File: src/rtl/lfsr_pkg.sv
// Shared types and defaults for the LFSR sequencer slice.
package lfsr_pkg;

  typedef enum logic [1:0] {IDLE, LOAD, RUN, PRESENT} lfsr_seq_state_t;

  localparam int LFSR_N_DEF       = 26;
  localparam int LFSR_SEED_W_DEF  = 4;
  localparam int LFSR_WORDS_W_DEF = 8;

  // An all-zero seed would lock the LFSR, so it is replaced by 1.
  function automatic logic [63:0] seed_fix(input logic [63:0] seed);
    return (seed == 64'd0) ? 64'd1 : seed;
  endfunction

endpackage

File: src/rtl/lfsr_shift_counter.sv
// Counts generate cycles within one output word; terminal count at N-1.
module lfsr_shift_counter #(
  parameter int N = 26
) (
  input  logic clk,
  input  logic reset,
  input  logic clr_i,
  input  logic en_i,
  output logic tc_o
);

  localparam int CW = (N > 1) ? $clog2(N) : 1;

  logic [CW-1:0] cnt_q, cnt_d;

  assign tc_o = (cnt_q == CW'(N - 1));

  always_comb begin
    cnt_d = cnt_q;
    if (clr_i) begin
      cnt_d = '0;
    end else if (en_i) begin
      cnt_d = tc_o ? '0 : cnt_q + CW'(1);
    end
  end

  always_ff @(posedge clk or negedge reset) begin
    if (!reset) begin
      cnt_q <= '0;
    end else begin
      cnt_q <= cnt_d;
    end
  end

endmodule

File: src/rtl/lfsr_sequencer.sv
// Drives load/gen of an external N-bit LFSR and streams one snapshot per N shifts.
// Optional all-zero lockup abort enabled by defining ZERO_LOCK_DET_EN.
module lfsr_sequencer
  import lfsr_pkg::*;
#(
  parameter int N       = LFSR_N_DEF,
  parameter int SEED_W  = LFSR_SEED_W_DEF,
  parameter int WORDS_W = LFSR_WORDS_W_DEF
) (
  input  logic               clk,
  input  logic               reset,
  input  logic               req_valid,
  output logic               req_ready,
  input  logic [SEED_W-1:0]  req_seed,
  input  logic [WORDS_W-1:0] req_words,
  output logic               lfsr_load,
  output logic [N-1:0]       lfsr_seed,
  output logic               lfsr_gen,
  input  logic [N-1:0]       lfsr_q,
  output logic               out_valid,
  input  logic               out_ready,
  output logic [N-1:0]       out_data,
  output logic               out_last,
  output logic               busy,
  output logic               err_zero
);

  lfsr_seq_state_t    state_q, state_d;
  logic [N-1:0]       seed_q, seed_d;
  logic [N-1:0]       data_q, data_d;
  logic [WORDS_W-1:0] words_q, words_d;
  logic               cap_q, cap_d;
  logic               rdy_q;
  logic               tc, req_hs, out_hs, zero_hit;
  logic [63:0]        seed_ext;
  logic               seed_unused;

  assign seed_ext    = seed_fix(64'(req_seed));
  assign seed_unused = ^seed_ext[63:N];

  // rdy_q keeps req_ready low until the first edge after reset release.
  assign req_ready = rdy_q && (state_q == IDLE);
  assign lfsr_load = (state_q == LOAD);
  assign lfsr_seed = lfsr_load ? seed_q : '0;
  assign lfsr_gen  = (state_q == RUN);
  assign out_valid = (state_q == PRESENT);
  assign out_data  = !out_valid ? '0 : (cap_q ? data_q : lfsr_q);
  assign out_last  = out_valid && (words_q == WORDS_W'(1));
  assign busy      = (state_q != IDLE);
  assign req_hs    = req_valid && req_ready;
  assign out_hs    = out_valid && out_ready;

`ifdef ZERO_LOCK_DET_EN
  assign zero_hit = (state_q == RUN) && (lfsr_q == '0);
`else
  assign zero_hit = 1'b0;
`endif
  assign err_zero = zero_hit;

  lfsr_shift_counter #(.N(N)) u_shift_cnt (
    .clk   (clk),
    .reset (reset),
    .clr_i (lfsr_load | out_hs),
    .en_i  (lfsr_gen),
    .tc_o  (tc)
  );

  always_comb begin
    state_d = state_q;
    seed_d  = seed_q;
    words_d = words_q;
    data_d  = data_q;
    cap_d   = cap_q;
    unique case (state_q)
      IDLE: begin
        if (req_hs && (req_words != '0)) begin
          seed_d  = seed_ext[N-1:0];
          words_d = req_words;
          state_d = LOAD;
        end
      end
      LOAD: state_d = RUN;
      RUN: begin
        if (zero_hit) begin
          state_d = IDLE;
        end else if (tc) begin
          state_d = PRESENT;
        end
      end
      PRESENT: begin
        // Datapath is stalled here, so the first PRESENT cycle's q is the snapshot.
        if (!cap_q) begin
          data_d = lfsr_q;
          cap_d  = 1'b1;
        end
        if (out_hs) begin
          words_d = words_q - WORDS_W'(1);
          cap_d   = 1'b0;
          state_d = (words_q == WORDS_W'(1)) ? IDLE : RUN;
        end
      end
      default: state_d = IDLE;
    endcase
  end

  always_ff @(posedge clk or negedge reset) begin
    if (!reset) begin
      state_q <= IDLE;
      rdy_q   <= 1'b0;
      seed_q  <= '0;
      words_q <= '0;
      data_q  <= '0;
      cap_q   <= 1'b0;
    end else begin
      state_q <= state_d;
      rdy_q   <= 1'b1;
      seed_q  <= seed_d;
      words_q <= words_d;
      data_q  <= data_d;
      cap_q   <= cap_d;
    end
  end

endmodule
File: config.mk
export PLATFORM = sky130hd
export DESIGN_NAME = lfsr_sequencer
export DESIGN_NICKNAME = d
export VERILOG_FILES = /design/src/rtl/lfsr_pkg.sv /design/src/rtl/lfsr_shift_counter.sv /design/src/rtl/lfsr_sequencer.sv
export SDC_FILE = /design/constraint.sdc
export NUM_CORES = 1
export LEC_CHECK = 0
export ABC_CLOCK_PERIOD_IN_PS = 1800
export CORE_MARGIN = 5
export CORE_UTILIZATION = 35
export CTS_BUF_LIST = sky130_fd_sc_hd__clkbuf_8
export CTS_CLUSTER_DIAMETER = 150
export DETAILED_ROUTE_END_ITERATION = 10
export PLACE_DENSITY = 0.74
export SYNTH_ARGS = -nofsm -noshare
export SYNTH_HDL_FRONTEND = slang
export SYNTH_SLANG_ARGS = --single-unit
File: constraint.sdc
create_clock -name clk -period 1.8 [get_ports clk]
set_input_delay 0.27 -clock clk [delete_from_list [all_inputs] [get_ports clk]]
set_output_delay 0.27 -clock clk [all_outputs]
set_load 0.05 [all_outputs]
-- Word-level counts from Yosys, hierarchy flattened
Cells that the tools add are included.
- flip-flop bits (word level): 69
- input port bits: 42
- output and inout bits: 59
- word-level logic and storage cells: 48
- $add $sub $neg: 2
- equality and inequality tests: 8
- mux-type cells: 16
- bitwise gates (word level): 1
- reduce and logical (&&, ||, !) cells: 14
- operators by type and width (cell ; count):
    26-bit two-way mux ; 3
    8-bit two-way mux ; 2
    8-bit case mux with 2 select lines ; 1
    5-bit two-way mux ; 3
    8-bit by 1-bit == test with 1-bit output (second input constant) ; 1
    2-bit two-way mux ; 4
    2-bit case mux with 4 select lines ; 1
    8-bit nonzero test ; 1
    8-bit by 1-bit subtractor with 8-bit output (second input constant) ; 1
    2-bit by 1-bit != test with 1-bit output (second input constant) ; 3
    3-bit AND reduction ; 2
    2-bit nonzero test ; 3
    5-bit by 1-bit adder with 5-bit output (second input constant) ; 1
    5-bit == test (second input constant) ; 1
    1-bit logical AND ; 5
    2-bit == test (second input constant) ; 2
    4-bit logical NOT ; 1
    4-bit two-way mux ; 1
    2-bit by 1-bit == test with 1-bit output (second input constant) ; 1
    2-bit logical NOT ; 1
    2-bit AND reduction ; 1
    1-bit two-way mux ; 1
    1-bit bitwise OR ; 1

-- Depth between registers and ports, before layout
- depth in word-level cells: 6
- gate-level depth with buffers: 6
- depth with buffers taken out: 6

-- Modules after synthesis
From an unflattened synthesis, not the netlist that was laid out.
- cells, all modules: 273
- area total of the unflattened synthesis: 2776.4 um^2
- modules (own cells, without submodules) (module ; times used ; cells each ; area an instance (um^2) ; seq. area each (um^2)):
    lfsr_sequencer ; 1 ; 241 ; 2477.4 ; 1051.0
    lfsr_shift_counter ; 1 ; 32 ; 299.0 ; 125.1

-- Least setup slack after synthesis
OpenSTA, ideal clock, no wires.
- kind: flip-flop to output port
- start: register state_q[1]
- end: output port out_last
- arrival time: 2517 ps
- data required time: 1530 ps
- slack: -987 ps
- cell stages (with the launch flop): 6
- buffers on the path: 1
- cells stage by stage: dfrtp_1 -> nand2_1 -> inv_1 -> clkbuf_1 -> nand3_1 -> nor3_1
- longest elaborated chain between the ends: 2
- RTL lines (item ; RTL line ; source):
    start, declared ; lfsr_sequencer.sv:28 ; lfsr_seq_state_t state_q, state_d;
    start signal, assigned ; lfsr_sequencer.sv:115 ; state_q <= state_d;
    2-bit == test ; lfsr_sequencer.sv:46 ; assign out_valid = (state_q == PRESENT);
    named net out_valid ; lfsr_sequencer.sv:20 ; output logic out_valid,
    1-bit logical AND ; lfsr_sequencer.sv:48 ; assign out_last = out_valid && (words_q == WORDS_W'(1));
    end, declared ; lfsr_sequencer.sv:23 ; output logic out_last,
The timed path passes the listed nets, and every way through them passes these cells.

-- Worst setup path in the final report
- start: register words_q[6]
- end: output port out_last
- longest elaborated chain between the ends: 2
- RTL lines (item ; RTL line ; source):
    start, declared ; lfsr_sequencer.sv:31 ; logic [WORDS_W-1:0] words_q, words_d;
    start signal, assigned ; lfsr_sequencer.sv:118 ; words_q <= words_d;
    8-bit by 1-bit == test with 1-bit output ; lfsr_sequencer.sv:48 ;
    1-bit logical AND ; lfsr_sequencer.sv:48 ;
No other way between the ends.

==> impl_metrics.toml <==
[floorplan]
start_util = 0.357
die-area_sq_mm = 0.00966
io_pins = 101
die_x_um = 98.3
row_count = 32
coreArea_sq_mm = 0.00765
die_h_um = 98.3

[drt]
drc = 0
wl_per_cell_um = 14.6
vias = 2264
dr.pass1.iters = 4
drt_iter0_drc = 108
ant_nets = 0
via_per_inst = 4.92
drt-total-wl_um = 6710

[sta]
grt_setup_unrepaired = "true"
fin_crit_sh = 1.01
final.setup.worst_slack_ns = -0.0153
fin_tns_setup_ns = -0.0153
min_period_ns = 1.82
slew_violations = 0
tightest_slew_ns = 0.643
clock_skew_ns = 0.00481
hold_viol = 0
max_freq_mhz = 551
slew_headroom = 0.567
setup_viol = 1

[clocking]
cts_tree = "built"
clk_latency_ns = 0.30
cts.sinks = 47
clk_pin_slew_ns = 0.08
htreeDepth = 2
numCtsBuffers = 5
cts-root-buf = "clkbuf_8"
clockBufferDepth = 2

[worst_setup_path]
crit_chain = "nor4_4 > nand3_2 > nor3_4 > buf_12"
path_buf_inv = 1
startpoint_type = "flip-flop"
arrival_ns = 1.55
critPathTopFamily = "simple AND/OR/NAND/NOR gates"
max_stage_delay_ns = 0.41
path_max_fanout = 2
crit_slowest_cell = "dfrtp_1"
end_kind = "output port"
worstPathRequired_ns = 1.53
critPathKind = "reg -> out"

[placement]
io_buffers = 77
dpl.cell_count = 449
dp_hpwl_um = 5060
gp_congestion = 0.774

[yosys]
synth_seq_cells = 47
async_flop_share = 1.00
synth_top_flop_cell = "dfrtp_1"
ys_seq_area_frac = 0.431
syn_inst = 269
yosys.cell_types.count = 37
synth-edff-count = 0
syn_area_per_cell_sq_um = 10.1
synthesis.area_sq_mm = 0.00273
ys_warn_count = 0

[layout]
finalNonFillerCells = 460
area_growth_pct = 55.2
drive_gt1_frac = 0.355
final_common_cell = "dfrtp_1"
layout_common_cells = "dfrtp_1 (42), buf_12 (39), clkdlybuf4s50_1 (36), mux2_2 (29), mux2i_1 (26)"
num_antenna_cells = 0
nets = 403

[grt]
grt_max_degree = 41
grt_pass1_vias = 2424
grtUsageTotal = 0.145
antenna_found_initial = 0
grt_pass1_wl_um = 11500
grt_overflow_total = 0

[pwr]
power_leakage_nw = 1.86
peakVddDrop_uv = 517
fin_total_pwr_mw = 5.03
p_per_area_mw_per_mm2 = 1190

[status]
violations = "negative setup slack"
status = "complete, but fails checks"

[job]
max_cap_violations = 0

[hold_path]
hold_class = "in -> reg"
[flip-flops by register name, summed over array words and instances, names as in the netlist]
| register | flops |
|---|---|
| cap_q | 1 |
| data_q | 26 |
| rdy_q | 1 |
| seed_q | 4 |
| state_q | 2 |
| u_shift_cnt.cnt_q | 5 |
| words_q | 8 |
[metrics by stage]
| stage | worst slack [ns] | area (sq um) | utilization | hold slack (ns) |
|---|---|---|---|---|
| 2_1_floorplan | -0.166 | 2870 | - | -0.0256 |
| 3_3_place_gp | -0.307 | 4040 | 0.528 | 0.246 |
| 3_5_place_dp | -0.325 | 4040 | 0.528 | 0.261 |
| 4_1_cts | -0.0897 | 4210 | 0.551 | 0.474 |
| 5_1_grt | -0.114 | 4230 | 0.554 | 0.373 |
| 6_report | -0.0153 | 4230 | 0.554 | 0.373 |
[layer usage]
| metal | part of all wire | global-route usage | up-vias |
|---|---|---|---|
| met4 | 0.011 | 0.0357 | 0 |
| met2 | 0.54 | 0.259 | 80 |
| met5 | 0 | 0 | - |
| li1 | - | - | 1069 |
| met3 | 0.061 | 0.0293 | 5 |
| met1 | 0.39 | 0.177 | 1110 |
[cell type report]
cell class                 count  area (sq um)
inverter                       8          30.0
fill                         677          3410
tap                          102           128
sequential                    47          1180
clock inverter                 2          35.0
multi-input combinational    200          1460
clock buffer                   6          82.6
timing repair buffer          95          1320
[worst min-delay path, delay by kind of cell]
| family | cells | cell delay [ns] |
|---|---|---|
| AOI/OAI and AO/OA | 2 | 0.24 |
| buffers and inverters | 1 | 0.12 |
[cell usage after synthesis (all sizes together), types with 6 or more instances]
master  number  area (sq um)
a21oi       10          50.1
and2         7          43.8
buf         32           223
dfrtp       47          1180
inv          8          30.0
mux2        30           342
mux2i       26           260
nand2       10          37.5
nand3        6          30.0
nor2        39           146
o21ai        9          45.0
[power breakdown]
| group | internal, mW | total (mW) | leakage (nW) | switching, mW |
|---|---|---|---|---|
| combinational | 1.17 | 2.32 | 1.24 | 1.15 |
| clock | 0.450 | 0.798 | 0.0612 | 0.349 |
| sequential | 1.53 | 1.91 | 0.554 | 0.375 |
| total | 3.15 | 5.03 | 1.86 | 1.87 |
[repair_timing]
action | 4_1_cts | 5_1_grt
gates resized for setup | 9 | 8
hold endpoints to repair | 18 | 0
buffers inserted | 2 | 0
pin swaps | 4 | 5
hold buffers | 1 | 0
setup endpoints to repair | 6 | 35
[cells by family (layout without fill, tap and decap cells)]
group                      Yosys count  count (layout)  synth area share
AOI/OAI and AO/OA                   36              36            0.0890
adders and majority gates            4               4            0.0183
buffers and inverters               44             111            0.0981
DFF                                 47              47             0.431
muxes                               56              56             0.221
other                                2              24           0.00275
and+or+nand+nor                     80              80             0.140
[worst paths after layout]
path,cells after the start,endpoint,slack (ns),startpoint
setup reg to reg,6,words_q[6]$_DFFE_PN0P_,0.12,words_q[0]$_DFFE_PN0P_
max in group asynchronous,3,words_q[5]$_DFFE_PN0P_,0.81,reset
hold reg to reg,2,seed_q[0]$_DFFE_PN0P_,0.48,seed_q[0]$_DFFE_PN0P_
min in group asynchronous,2,seed_q[3]$_DFFE_PN0P_,0.45,reset
hold / removal,3,words_q[5]$_DFFE_PN0P_,0.37,req_words[5]
setup / recovery,4,out_last,-0.02,words_q[6]$_DFFE_PN0P_
No activity file was read; power rests on OpenSTA's default activity.
